<file path="src/rtl/tl_pkg.sv">
// Shared types and constants for the traffic light controller checkers:
// light phase and monitor state encodings, seven-segment digit patterns
// (segments a..g on bits 0..6), error flag bit positions and phase helpers.
package tl_pkg;

  typedef enum logic [1:0] {
    GREEN   = 2'd0,
    YELLOW  = 2'd1,
    RED     = 2'd2,
    INVALID = 2'd3
  } phase_t;

  typedef enum logic {
    ACQ   = 1'b0,
    TRACK = 1'b1
  } mon_state_t;

  localparam logic [6:0] SEG_0 = 7'h3F;
  localparam logic [6:0] SEG_1 = 7'h06;
  localparam logic [6:0] SEG_2 = 7'h5B;
  localparam logic [6:0] SEG_3 = 7'h4F;
  localparam logic [6:0] SEG_4 = 7'h66;
  localparam logic [6:0] SEG_5 = 7'h6D;
  localparam logic [6:0] SEG_6 = 7'h7D;
  localparam logic [6:0] SEG_7 = 7'h07;
  localparam logic [6:0] SEG_8 = 7'h7F;
  localparam logic [6:0] SEG_9 = 7'h6F;

  localparam int ERR_W     = 5;
  localparam int ERR_LIGHT = 0;
  localparam int ERR_PED   = 1;
  localparam int ERR_SEG   = 2;
  localparam int ERR_SEQ   = 3;
  localparam int ERR_CNT   = 4;

  // car_light is {green,yellow,red}; anything not one-hot is INVALID
  function automatic phase_t light_to_phase(input logic [2:0] car);
    case (car)
      3'b100:  return GREEN;
      3'b010:  return YELLOW;
      3'b001:  return RED;
      default: return INVALID;
    endcase
  endfunction

  function automatic phase_t next_phase(input phase_t p);
    case (p)
      GREEN:   return YELLOW;
      YELLOW:  return RED;
      RED:     return GREEN;
      default: return INVALID;
    endcase
  endfunction

endpackage

</file>
<file path="src/rtl/seg7_decoder.sv">
// Combinational seven-segment pattern to digit decoder. Only the ten
// canonical 0-9 patterns are legal; anything else reports o_valid=0.
module seg7_decoder (
  input  logic [6:0] i_seg,
  output logic [3:0] o_digit,
  output logic       o_valid
);
  import tl_pkg::*;

  // Pattern lookup; unknown codes return digit 0 with o_valid low
  always_comb begin
    o_digit = 4'd0;
    o_valid = 1'b1;
    case (i_seg)
      SEG_0:   o_digit = 4'd0;
      SEG_1:   o_digit = 4'd1;
      SEG_2:   o_digit = 4'd2;
      SEG_3:   o_digit = 4'd3;
      SEG_4:   o_digit = 4'd4;
      SEG_5:   o_digit = 4'd5;
      SEG_6:   o_digit = 4'd6;
      SEG_7:   o_digit = 4'd7;
      SEG_8:   o_digit = 4'd8;
      SEG_9:   o_digit = 4'd9;
      default: o_valid = 1'b0;
    endcase
  end

endmodule

</file>
<file path="src/rtl/traffic_light_monitor.sv">
// Passive checker for the traffic light controller outputs. On each tick it
// decodes the display, tracks the light phase, verifies the G->Y->R order and
// countdown against the programmed times, and keeps sticky error flags.
// Optional tick watchdog: define MON_TIMEOUT_EN to build the stall counter.
module traffic_light_monitor #(
  parameter int GREEN_TIME     = 9,
  parameter int YELLOW_TIME    = 3,
  parameter int RED_TIME       = 6,
  parameter int CNT_W          = 16,
  parameter int TIMEOUT_CYCLES = 250_000_000
) (
  input  logic             clk,
  input  logic             reset,
  input  logic             tick,
  input  logic [2:0]       car_light,
  input  logic             pedestrian_light,
  input  logic [7:0]       seg_display,
  input  logic             clear_err,
  output logic [3:0]       digit,
  output logic             digit_valid,
  output logic [1:0]       phase,
  output logic             locked,
  output logic [4:0]       err_flags,
  output logic             err_pulse,
  output logic [CNT_W-1:0] cycle_count,
  output logic             stall
);
  import tl_pkg::*;

  mon_state_t       r_state, w_state_nxt;
  phase_t           r_phase, w_phase, w_exp_phase;
  logic [3:0]       r_digit, r_exp, w_dec_digit, w_exp_digit;
  logic             r_digit_valid, r_pulse;
  logic [ERR_W-1:0] r_err, w_new_err;
  logic [CNT_W-1:0] r_cycle_cnt;
  logic             w_seg_ok, w_light_ok, w_ped_ok, w_acquire;
  logic             w_cycle_inc, w_timeout, w_locked, w_load_exp;
  logic             w_unused;

  // First displayed digit of each phase
  function automatic logic [3:0] phase_time(input phase_t p);
    case (p)
      GREEN:   return 4'(GREEN_TIME);
      YELLOW:  return 4'(YELLOW_TIME);
      RED:     return 4'(RED_TIME);
      default: return 4'd0;
    endcase
  endfunction

  seg7_decoder u_dec (
    .i_seg   (seg_display[6:0]),
    .o_digit (w_dec_digit),
    .o_valid (w_seg_ok)
  );

  // Classify the current sample and work out what the tracker expected
  always_comb begin
    w_phase     = light_to_phase(car_light);
    w_light_ok  = (w_phase != INVALID);
    w_ped_ok    = (pedestrian_light == (w_phase == RED));
    w_acquire   = w_light_ok && w_ped_ok && w_seg_ok &&
                  (w_dec_digit == phase_time(w_phase));
    w_exp_phase = (r_exp != 4'd0) ? r_phase : next_phase(r_phase);
    w_exp_digit = (r_exp != 4'd0) ? (r_exp - 4'd1) : phase_time(next_phase(r_phase));
    w_new_err   = '0;
    if (tick && (r_state == TRACK)) begin
      w_new_err[ERR_LIGHT] = !w_light_ok;
      w_new_err[ERR_PED]   = !w_ped_ok;
      w_new_err[ERR_SEG]   = !w_seg_ok;
      // Phase/count judgements only make sense for a legal light
      w_new_err[ERR_SEQ]   = w_light_ok && (w_phase != w_exp_phase);
      w_new_err[ERR_CNT]   = w_light_ok && (w_phase == w_exp_phase) &&
                             w_seg_ok && (w_dec_digit != w_exp_digit);
    end
    w_cycle_inc = tick && (r_state == TRACK) && (w_new_err == '0) &&
                  (r_phase == RED) && (r_exp == 4'd0);
    w_load_exp  = (r_state == ACQ) ? w_acquire : (w_new_err == '0);
  end

  // Monitor state register
  always_ff @(posedge clk or posedge reset) begin
    if (reset) r_state <= ACQ;
    else       r_state <= w_state_nxt;
  end

  // Next state: acquire on a legal phase-start sample, drop on any error or stall
  always_comb begin
    w_state_nxt = r_state;
    if (tick) begin
      if (r_state == ACQ) w_state_nxt = w_acquire ? TRACK : ACQ;
      else if (w_new_err != '0) w_state_nxt = ACQ;
    end else if (w_timeout) begin
      w_state_nxt = ACQ;
    end
  end

  // Output decode from registered state and sample registers
  always_comb begin
    w_locked    = (r_state == TRACK);
    locked      = w_locked;
    digit       = r_digit;
    digit_valid = r_digit_valid;
    phase       = r_phase;
    err_flags   = r_err;
    err_pulse   = r_pulse;
    cycle_count = r_cycle_cnt;
  end

  // Sample registers, sticky flags (new errors beat clear) and cycle counter
  always_ff @(posedge clk or posedge reset) begin
    if (reset) begin
      r_digit       <= 4'd0;
      r_digit_valid <= 1'b0;
      r_phase       <= INVALID;
      r_exp         <= 4'd0;
      r_err         <= '0;
      r_pulse       <= 1'b0;
      r_cycle_cnt   <= '0;
    end else begin
      r_pulse <= 1'b0;
      r_err   <= (clear_err ? {ERR_W{1'b0}} : r_err) | w_new_err;
      if (tick) begin
        r_phase       <= w_phase;
        r_digit_valid <= w_seg_ok;
        r_pulse       <= |w_new_err;
        if (w_seg_ok)   r_digit <= w_dec_digit;
        if (w_load_exp) r_exp   <= w_dec_digit;
        if (w_cycle_inc) r_cycle_cnt <= r_cycle_cnt + {{(CNT_W-1){1'b0}}, 1'b1};
      end
    end
  end

`ifdef MON_TIMEOUT_EN
  logic [31:0] r_to_cnt;
  logic        r_stall;

  assign w_timeout = w_locked && !tick && (r_to_cnt == 32'(TIMEOUT_CYCLES - 1));
  assign stall     = r_stall;

  // Cycles since the last tick, only counted while locked
  always_ff @(posedge clk or posedge reset) begin
    if (reset)                    r_to_cnt <= 32'd0;
    else if (tick || !w_locked || w_timeout) r_to_cnt <= 32'd0;
    else                          r_to_cnt <= r_to_cnt + 32'd1;
  end

  // Sticky stall flag; a new timeout wins over clear_err
  always_ff @(posedge clk or posedge reset) begin
    if (reset)          r_stall <= 1'b0;
    else if (w_timeout) r_stall <= 1'b1;
    else if (clear_err) r_stall <= 1'b0;
  end

  assign w_unused = seg_display[7];
`else
  assign w_timeout = 1'b0;
  assign stall     = 1'b0;
  assign w_unused  = seg_display[7] ^ (TIMEOUT_CYCLES == 0);
`endif

endmodule
</file>
<file path="config.mk">
export PLATFORM = sky130hd
export DESIGN_NAME = traffic_light_monitor
export DESIGN_NICKNAME = d
export VERILOG_FILES = /design/src/rtl/tl_pkg.sv /design/src/rtl/seg7_decoder.sv /design/src/rtl/traffic_light_monitor.sv
export SDC_FILE = /design/constraint.sdc
export NUM_CORES = 1
export LEC_CHECK = 0
export BUFFER_PORTS_ARGS = -buffer_cell sky130_fd_sc_hd__buf_2
export CORE_MARGIN = 5
export CORE_UTILIZATION = 47
export CTS_CLUSTER_SIZE = 14
export DETAILED_ROUTE_END_ITERATION = 8
export PLACE_DENSITY_LB_ADDON = 0.15
export SLEW_MARGIN = 5
export SYNTH_ARGS = -nofsm -noshare
export SYNTH_HDL_FRONTEND = slang
export SYNTH_SLANG_ARGS = --single-unit
</file>
<file path="constraint.sdc">
create_clock -name clk -period 3.1 [get_ports clk]
set_input_delay 0.62 -clock clk [delete_from_list [all_inputs] [get_ports clk]]
set_output_delay 0.62 -clock clk [all_outputs]
set_load 0.01 [all_outputs]
</file>
==> impl_metrics.env <==
export IMPL_status="finished, final reports clean"
export IMPL_vias=1867
export IMPL_die_area_mm2=0.006221
export IMPL_cap_violations=0
export IMPL_worst_path_most_repeated_cell="nor2_1"
export IMPL_area_growth_pct=22.39
export IMPL_die_x_um=78.88
export IMPL_dr_first_iter_drc_count=80
export IMPL_cts_tree="done"
export IMPL_period_share=0.9345
export IMPL_worstSkewPairLatency_ps=280
export IMPL_syn_inst=221
export IMPL_grt_ovfl_total=0
export IMPL_skew_ps=11.10
export IMPL_yosysTopAreaCell="dfrtp_1"
export IMPL_synthTopCellsByArea="dfrtp_1 36%, xnor2_1 5.9%, ha_1 4.5%"
export IMPL_cp_start_kind="primary input"
export IMPL_syn_num_nets=245
export IMPL_grt_pass1_wl_mm=8.259
export IMPL_worstMarginPinSlew_ps=540.3
export IMPL_setup_viol=0
export IMPL_synth_flop_cell="dfrtp_1"
export IMPL_placed_cells=333
export IMPL_gr_usage_met2=0.2699
export IMPL_avgSynthCellArea_um2=10.09
export IMPL_synthTopCellsByCount="32 x dfrtp_1, 15 x xnor2_1, 12 x nand2_1"
export IMPL_layout_drive_gt1_share=0.3624
export IMPL_path_delay_family="compound AO/OA/AOI/OAI gates"
export IMPL_cp_max_fo=5
export IMPL_wirelength_mm=4.702
export IMPL_grt_pass1_vias=1814
export IMPL_cp_num_buf_inv=3
export IMPL_ant_nets=0
export IMPL_required_ps=3260
export IMPL_h_tree_depth=2
export IMPL_final_cells=341
export IMPL_r2r_cells=10
export IMPL_peakVddDrop_mv=0.2740
export IMPL_end_kind="register"
export IMPL_finalMaxSlewViolations=0
export IMPL_min_period_ps=2897
export IMPL_grt_use_met1=0.2224
export IMPL_clock_root_buffer="clkbuf_8"
export IMPL_rsz0062_at_grt="no"
export IMPL_cp_depth=13
export IMPL_antenna_found_initial=0
export IMPL_worstPathCellList="buf_2 > nor2_1 > and2_1 > inv_1 > ha_1 > o21bai_1 > a22oi_1 > mux2i_1 > o211ai_1 > nor2_1 > a31oi_1 > buf_4 > mux2_2"
export IMPL_fp_dieH_um=78.88
export IMPL_crit_path_start="car_light[1]"
export IMPL_synth_area_mm2=0.002230
export IMPL_synth_edf_count=0
export IMPL_fin_nets=310
export IMPL_fmax_ghz=0.3452
export IMPL_firstDrtPassIters=4
export IMPL_hold_viol=0
export IMPL_drc_errors=0
export IMPL_synth_seq_cells=34
export IMPL_post_cts_buffers=0
export IMPL_initial_utilization=0.4784
export IMPL_diodes=0
export IMPL_r2r_start="r_exp[0]"
export IMPL_hold_class="primary input to asynchronous set/reset pin"
export IMPL_gp_congestion=0.8077
export IMPL_synth_top_area_frac=0.3591
export IMPL_yosys_warnings=0
export IMPL_wire_per_inst_um=13.79
export IMPL_core_area_mm2=0.004661
export IMPL_postPlaceCellArea_mm2=0.002634
export IMPL_p_leak_nw=1.378
export IMPL_power_per_cell_area_mw_per_mm2=370.9
export IMPL_cts_sinks=34
export IMPL_synth_distinct_cells=59
export IMPL_clk_pin_slew_ps=80
export IMPL_viasPerCell=5.475
export IMPL_cp_slowest_stage_delay_ps=480
export IMPL_grt_usage=0.1633
export IMPL_critPathSlowestCell="o211ai_1"
export IMPL_setup_worst_path_class="primary input to register"
export IMPL_cts_hold_buf=0
export IMPL_crit_arrival_ps=3050
export IMPL_async_flop_share=1.000
export IMPL_fp_row_count=25
export IMPL_io_pins=47
export IMPL_place_hpwl_mm=3.750
export IMPL_cts_buffers=5
export IMPL_clk_path_buf_depth=2
export IMPL_busiest_layer="met2"
export IMPL_seq_area_frac_synth=0.3827
export IMPL_use_met3=0.04082
export IMPL_port_buffers=44
export IMPL_final_cell_area_mm2=0.002729
export IMPL_grt_start_max_net_pins=35
export IMPL_cts_resized=0
export IMPL_relSlewSlack=0.6382
export IMPL_yosysMostFrequentCell="dfrtp_1"
[path summary, 6_finish.rpt]
kind,endpoint,slack [ps]
min in group clk,err_flags[0],480
max,r_exp[0],200
max reg2reg,cycle_count[8],210
max in group asynchronous,phase[0],2360
min,cycle_count[1],420
min reg2reg,err_flags[0],480
[flip-flops by register name (all words and copies together), names as in the netlist]
name	count
err_flags	5
digit_valid	1
cycle_count	16
locked	1
phase	2
r_exp	4
digit	4
err_pulse	1
[layout make-up]
| cell class | instances | area, um2 |
|---|---|---|
| Inverter | 9 | 33.78 |
| Tap cell | 54 | 67.56 |
| Clock inverter | 2 | 12.51 |
| Fill cell | 424 | 1932 |
| Sequential cell | 34 | 853.3 |
| Multi-Input combinational cell | 169 | 1286 |
| Timing Repair Buffer | 67 | 392.9 |
| Clock buffer | 6 | 82.58 |
[power breakdown]
part	internal, mW	total, mW	switching (mW)
Clock	0.178	0.339	0.160
Sequential	0.459	0.470	0.0108
Combinational	0.0943	0.204	0.109
Total	0.732	1.01	0.280
[placed cells by master, fill, tap and decap left out, types with 2 or more instances in the layout]
| master | synthesis | routed |
|---|---|---|
| buf_2 | 3 | 44 |
| dfrtp_1 | 32 | 32 |
| buf_4 | 1 | 23 |
| xnor2_1 | 15 | 15 |
| nand2_1 | 12 | 12 |
| nand4_1 | 10 | 10 |
| inv_1 | 9 | 9 |
| nor2_1 | 9 | 9 |
| o21ai_0 | 8 | 8 |
| ha_1 | 8 | 8 |
| nand2b_1 | 7 | 7 |
| and3_1 | 7 | 7 |
| mux2_2 | 7 | 7 |
| mux2i_1 | 6 | 6 |
| clkbuf_8 | 0 | 6 |
| nand3_1 | 5 | 5 |
| nor3_1 | 4 | 4 |
| nand2_2 | 4 | 4 |
| nand3_2 | 4 | 4 |
| o21bai_1 | 3 | 3 |
| or3b_2 | 3 | 3 |
| a221oi_1 | 3 | 3 |
| or3_1 | 3 | 3 |
| nor2b_1 | 3 | 3 |
| a31oi_1 | 3 | 3 |
| a21oi_1 | 3 | 3 |
| xor2_1 | 3 | 3 |
| a22o_1 | 3 | 3 |
| a22oi_1 | 2 | 2 |
| o211ai_1 | 2 | 2 |
| and2_1 | 2 | 2 |
| nand3b_1 | 2 | 2 |
| o2111ai_1 | 2 | 2 |
| and4_1 | 2 | 2 |
| o2bb2ai_1 | 2 | 2 |
| dfstp_2 | 2 | 2 |
[logic make-up after synthesis]
kind of cell               synth area share
other                              0.001682
muxes                               0.06229
xor gates and xnor gates            0.07801
buffers and inverters               0.04040
and+or+nand+nor                      0.2587
DFF                                  0.3827
AOI/OAI and AO/OA                    0.1313
adders and majority gates           0.04490
[per-stage QoR]
stage                     hold WS (ps)    util  total power [mW]  setup TNS, ps  setup WS (ps)
after floorplan                  506.5       -            0.6105              0          104.3
after global placement           455.3  0.5651            0.6816         -479.6         -60.56
after detailed placement         471.4  0.5651            0.6826         -589.0         -73.81
after CTS                        439.3  0.5855             1.024              0          176.3
after global routing             443.9  0.5855             1.075              0          23.63
final                            416.1  0.5855             1.012              0          203.1
[worst reg2reg max path, stage by stage, from the launching register on]
cell	delay, ps
dfrtp_1	400
inv_1	100
ha_1	240
or3b_2	520
a221oi_1	270
or3_1	160
o211ai_1	220
nor4_4	370
buf_4	230
nand4_1	130
xnor2_1	150
[layer usage]
layer | up-vias | wire [um]
li1 | 939 | -
met1 | 886 | 2298
met2 | 40 | 2169
met3 | 2 | 209
met4 | 0 | 25
met5 | - | 0
(Power assumes the default switching activity.)
